## src/rtl/imem_loader.sv

```systemverilog
// imem_loader: streams a program into instruction memory, then releases the core after a flush delay.
// Define IMEM_LOADER_CHECKSUM_EN to treat the s_last beat as a running-sum checksum instead of a program word.
module imem_loader #(
  parameter int DEPTH_WORDS = 64,
  parameter int FLUSH_CYCLES = 3
) (
  input  logic        clk,
  input  logic        reset,
  input  logic        s_valid,
  output logic        s_ready,
  input  logic [31:0] s_data,
  input  logic        s_last,
  input  logic        load_req,
  output logic        mem_we,
  output logic [7:0]  mem_addr,
  output logic [31:0] mem_wdata,
  output logic        core_reset,
  output logic        pc_enable,
  output logic        if_id_enable,
  output logic        done,
  output logic        err,
  output logic [6:0]  word_count
);
  localparam int FW = $clog2(FLUSH_CYCLES + 1);
  typedef enum logic [1:0] {LOAD, FLUSH, RUN, ERROR} state_t;
  state_t state;
  logic [FW-1:0] flush_cnt;
  logic accept;
  logic full;
`ifdef IMEM_LOADER_CHECKSUM_EN
  logic [31:0] sum;
`endif
  assign accept = s_valid && s_ready;
  assign full = word_count == 7'(DEPTH_WORDS);
  assign s_ready = state == LOAD;
  assign core_reset = state != RUN;
  assign pc_enable = state == RUN;
  assign if_id_enable = state == RUN;
  assign done = state == RUN;
  assign err = state == ERROR;
  always_ff @(posedge clk) begin
    if (reset) begin
      state <= LOAD;
      flush_cnt <= '0;
      mem_we <= 1'b0;
      mem_addr <= '0;
      mem_wdata <= '0;
      word_count <= '0;
`ifdef IMEM_LOADER_CHECKSUM_EN
      sum <= '0;
`endif
    end else begin
      mem_we <= 1'b0;
      case (state)
        LOAD: begin
          flush_cnt <= '0;
          if (accept) begin
`ifdef IMEM_LOADER_CHECKSUM_EN
            if (s_last) state <= (s_data == sum) ? FLUSH : ERROR;
            else if (full) state <= ERROR;
            else begin
              mem_we <= 1'b1;
              mem_addr <= {word_count[5:0], 2'b00};
              mem_wdata <= s_data;
              word_count <= word_count + 7'd1;
              sum <= sum + s_data;
            end
`else
            if (full) state <= ERROR;
            else begin
              mem_we <= 1'b1;
              mem_addr <= {word_count[5:0], 2'b00};
              mem_wdata <= s_data;
              word_count <= word_count + 7'd1;
              if (s_last) state <= FLUSH;
            end
`endif
          end
        end
        FLUSH: begin
          flush_cnt <= flush_cnt + 1'b1;
          if (flush_cnt == FW'(FLUSH_CYCLES - 1)) state <= RUN;
        end
        default: if (load_req) begin
          state <= LOAD;
          word_count <= '0;
`ifdef IMEM_LOADER_CHECKSUM_EN
          sum <= '0;
`endif
        end
      endcase
    end
  end
endmodule

```

## config.mk

```make
export PLATFORM = sky130hd
export DESIGN_NAME = imem_loader
export DESIGN_NICKNAME = d
export VERILOG_FILES = /design/src/rtl/imem_loader.sv
export SDC_FILE = /design/constraint.sdc
export NUM_CORES = 1
export LEC_CHECK = 0
export CELL_PAD_IN_SITES_DETAIL_PLACEMENT = 0
export CELL_PAD_IN_SITES_GLOBAL_PLACEMENT = 1
export CORE_MARGIN = 2
export CORE_UTILIZATION = 30
export CTS_BUF_LIST = sky130_fd_sc_hd__clkbuf_8
export CTS_CLUSTER_SIZE = 30
export DETAILED_ROUTE_END_ITERATION = 10
export GPL_ROUTABILITY_DRIVEN = 0
export HOLD_SLACK_MARGIN = 0.06
export PLACE_DENSITY_LB_ADDON = 0.12
export SLEW_MARGIN = 10
export SYNTH_ARGS = -nofsm -noshare
export SYNTH_HDL_FRONTEND = slang
export SYNTH_SLANG_ARGS = --single-unit
```

## constraint.sdc

```tcl
create_clock -name clk -period 1.9 [get_ports clk]
set_input_delay 0.38 -clock clk [delete_from_list [all_inputs] [get_ports clk]]
set_output_delay 0.38 -clock clk [all_outputs]
set_load 0.05 [all_outputs]
```

* Word level (Yosys, flattened, before mapping)
Index checks and enable logic that the tools add are counted.
** Storage, ports and cells
- Bits in registers :: 50
- Input port bits :: 37
- Output and inout bits :: 54
- Word-level logic and storage cells :: 43
** Operators by class
- Add/sub/neg operators :: 2
- Equality and inequality tests :: 10
- Multiplexer cells :: 12
- Bitwise gates (word level) :: 4
- Reduce and logical (&&, ||, !) cells :: 9
** Operators with widths (count)
- 7-bit 2-to-1 mux :: 3
- 7-bit one-hot mux with 2 select lines :: 1
- 2-bit 2-to-1 mux :: 5
- 2-bit one-hot mux with 2 select lines :: 2
- 4-bit AND reduction :: 2
- 7-bit by 1-bit adder with 7-bit output, second input constant :: 1
- 7-bit == test, second input constant :: 1
- 2-bit == test, second input constant :: 3
- 2-bit != test, second input constant :: 3
- 1-bit NOT :: 4
- 2-bit nonzero test :: 2
- 3-bit by 1-bit != test with 1-bit output, second input constant :: 1
- 3-bit AND reduction :: 1
- 3-bit nonzero test :: 1
- 3-bit OR reduction :: 1
- 2-bit by 1-bit adder with 2-bit output, second input constant :: 1
- 2-bit by 1-bit == test with 1-bit output, second input constant :: 1
- 2-bit logical NOT :: 1
- 2-bit by 1-bit != test with 1-bit output, second input constant :: 1
- 1-bit logical AND :: 1
- 1-bit 2-to-1 mux :: 1

* Longest topological paths before layout
- Depth in word-level cells :: 4
- Mapped depth :: 8
- Depth with buffers taken out :: 6

* Least setup slack after synthesis
No wires, ideal clock.
- Path type :: reg2out
- Start :: register state[1]
- End :: output if_id_enable
- Data arrival time :: 1.726 ns
- Required time :: 1.520 ns
- Slack :: -0.206 ns
- Cell stages (with the launch flop) :: 5
- Path buffers :: 2
- Cells stage by stage :: dfxtp_1 -> clkbuf_1 -> nand2b_1 -> inv_1 -> buf_4
** On the way
- Word-level cells in the longest chain between the ends :: 1
** Ends and longest elaborated chain
- start, declared :: RTL line 26 : state_t state;
- start signal, assigned :: RTL line 43 : state <= LOAD;
- start signal, assigned :: RTL line 69 : if (full) state <= ERROR;
- start signal, assigned :: RTL line 75 : if (s_last) state <= FLUSH;
- 2-bit == test
- end, declared :: RTL line 19 : output logic if_id_enable,
No other way between the ends.

* Worst setup path in the final report
- Start :: input s_valid
- End :: register word_count[1]
** On the way
- Word-level cells in the longest chain between the ends :: 3
** Ends and longest elaborated chain
- start, declared :: RTL line 9 : input logic s_valid,
- 1-bit logical AND :: RTL line 33 : assign accept = s_valid && s_ready;
- 2-bit by 1-bit != test with 1-bit output (no line)
- 4-bit AND reduction (no line)
- end signal, assigned :: RTL line 74 : word_count <= word_count + 7'd1;
- end, declared :: RTL line 22 : output logic [6:0] word_count
No other way between the ends.
A chain may end at the register's enable or synchronous reset.

==> results.yml <==
final_layout:
  post-route-util_pct: 50.2
  insertedDiodeCount: 0
  seq_area_sq_um: 1000
  fin_nets: 381
  multi_input_area_sq_um: 875
  layout-drive-gt1-share_pct: 16.1
  area_growth_pct: 61.0
  nFillCells: 654
logic_synthesis:
  netlist_area_sq_um: 1990
  synth_top_area_share_pct: 50.3
  yosysSeqAreaShare_pct: 50.3
  yosys-top-cells-area: "dfxtp_1, nand2_1, a21oi_1"
  ys_seq_elements: 50
  syn_avg_cell_area_sq_um: 8.00
  synth_cell_types: 28
  yosys_warnings: 0
  synthCells: 249
  synth_area_leader_cell: "dfxtp_1"
worst_setup_path:
  start_kind: "primary input"
  cp.required_ns: 2.14
  crit_fanout: 7
  rrSetupSlack_ns: 0.15
  ff2ff_path_depth: 5
  rr_startpoint: "word_count[4]$_SDFFE_PP0P_"
  critical_path_arrival_ns: 2.09
  end_kind: "register"
  r2r_end: "word_count[1]$_SDFFE_PP0P_"
  worstSetupPathType: "primary input to register"
clock_tree:
  cts_hold_buf: 0
  cts_tree: "built"
  cts_root_buf: "clkbuf_8"
  clk_pin_slew_ns: 0.09
  cts_buffer_depth: 2
  clock_latency_ns: 0.30
  cts_buffers: 5
  clock-sinks: 50
  cts_resized: 0
  post-cts-setup-buffer-count: 0
  htree_num_levels: 2
worst_hold_path:
  whs_path_depth: 2
  holdPathEnd: "mem_wdata[16]$_SDFFE_PP0P_"
  hold_start: "mem_wdata[16]$_SDFFE_PP0P_"
  min_path_type: "register to register"
global_routing:
  antenna_found_initial: 0
  met2_usage_pct: 23.4
  grt-ovfl-total: 0
  busiest_layer: "met2"
  grt_pass1_wl_mm: 8.29
  grt_use_total_pct: 14.3
  grt_max_degree: 51
  grt_use_met1_pct: 17.9
  grt_pass1_vias: 1772
  use_met3_pct: 4.28
sta:
  rsz0062_at_grt: "false"
  worstMarginPinSlew_ns: 0.513
  finalSetupViolations: 0
  max_freq_ghz: 0.539
  setup_slack_ns: 0.0459
  slew_viol_final: 0
  hold_viol: 0
  fin_crit_sh_pct: 97.6
  fin_skew_ns: 0.00572
  whs_ns: 0.458
  slew_headroom_pct: 65.7
  final.min_clock_period_ns: 1.85
floorplanning:
  initial_core_util_pct: 31.2
  fp-row-count: 29
  io_pins: 91
  design.core.area_sq_um: 6390
  die_area_sq_um: 7310
  dieHeight_um: 85.5
  die_x_um: 85.5
place:
  io_buffers: 88
  pre_cts_ws_ns: -0.291
  hpwl_mm: 3.65
route:
  detail-route-antenna-nets: 0
  drtIter0Drc: 72
  via_per_inst: 4.62
  wl_mm: 5.21
  firstDrtPassIters: 4
  drc_errors: 0
  avgRoutedWirePerCell_um: 12.4
  vias: 1936
job:
  cap_violations: 0
status:
  status: "completed"
pwr:
  powerDensity_nw_per_um2: 820
  worst_ir_drop_vdd_mv: 0.368
  leakagePower_nw: 1.21
## flip-flops by register name (all words and copies together) (netlist names)
name / flops
mem_wdata: 32
word_count: 7
mem_addr: 6
flush_cnt: 2
state: 2
mem_we: 1
## worst max-delay path: stages
cell	delay (ns)
clkdlybuf4s50_1	0.47
or3b_4	0.38
o21bai_4	0.21
or4b_4	0.52
a21oi_2	0.13
## metrics by stage
step / cells / TNS (ns) / area [sq um] / power, mW
floorplan: 250 / 0 / 2000 / 1.50
global placement: 411 / -9.61 / 3050 / 1.74
detailed placement: 411 / -11.13 / 3050 / 1.74
CTS: 419 / 0 / 3190 / 2.66
global route: 419 / 0 / 3210 / 2.75
finish: 419 / 0 / 3210 / 2.63
## cell families after synthesis
kind of cell	synth area share, %
DFF	50.3
adders and majority gates	1.88
buffers and inverters	6.85
and+or+nand+nor	25.6
AOI/OAI and AO/OA	15.3
other	0.188
## area by class of cell
class	instances	share of cell area, %
Clock inverter	2	1.87
Tap cell	77	3.00
Timing Repair Buffer	105	33.4
Sequential cell	50	31.3
Clock buffer	6	2.58
Multi-Input combinational cell	175	27.3
Inverter	4	0.585
## cells in the final DEF (no fill, tap or decap), types with 2 or more instances in the layout
cell type	n
nand2_1	83
clkdlybuf4s50_1	68
dfxtp_1	49
a21oi_1	43
buf_4	26
nand3_1	13
buf_12	9
clkbuf_8	6
nor2_1	5
a31oi_1	5
inv_1	3
nand3b_1	3
or3_1	3
ha_1	3
conb_1	2
bufinv_16	2
## worst max path at each step
stage / start / to / slack (ns) / cells past startpoint
after floorplan: word_count[4]$_SDFFE_PP0P_ / word_count[1]$_SDFFE_PP0P_ / 0.03 / 6
final: s_valid / word_count[1]$_SDFFE_PP0P_ / 0.05 / 5
after global routing: mem_wdata[31]$_SDFFE_PP0P_ / mem_wdata[31] / 0.001 / 1
after detailed placement: s_valid / mem_addr[3]$_SDFFE_PP0P_ / -0.29 / 7
after CTS: s_valid / mem_addr[3]$_SDFFE_PP0P_ / 0.03 / 7
after global placement: s_valid / mem_addr[3]$_SDFFE_PP0P_ / -0.25 / 7
## routing by layer
layer,share of wire (%),vias up
li1,-,1000
met1,44,881
met2,49,50
met3,5.9,5
met4,1.0,0
met5,0,-
## cells in the mapped netlist (all sizes together)
master   n
a21oi   44
a221oi   1
a31oi    5
and2     1
buf     11
clkbuf  10
conb     1
dfxtp   50
ha       3
inv      4
nand2   83
nand2b   2
nand3   13
nand3b   3
nor2     5
nor3b    1
o211ai   1
o21ba    1
o21bai   2
or2      1
or3      3
or3b     1
or4      2
or4b     1
## report_power, final
part / internal (mW) / leakage (nW) / total, mW / switching, mW
clock: 0.561 / 0.0714 / 0.915 / 0.354
sequential: 1.10 / 0.409 / 1.13 / 0.0293
combinational: 0.239 / 0.734 / 0.582 / 0.343
Note: power is estimated with default switching activity, not from simulation.
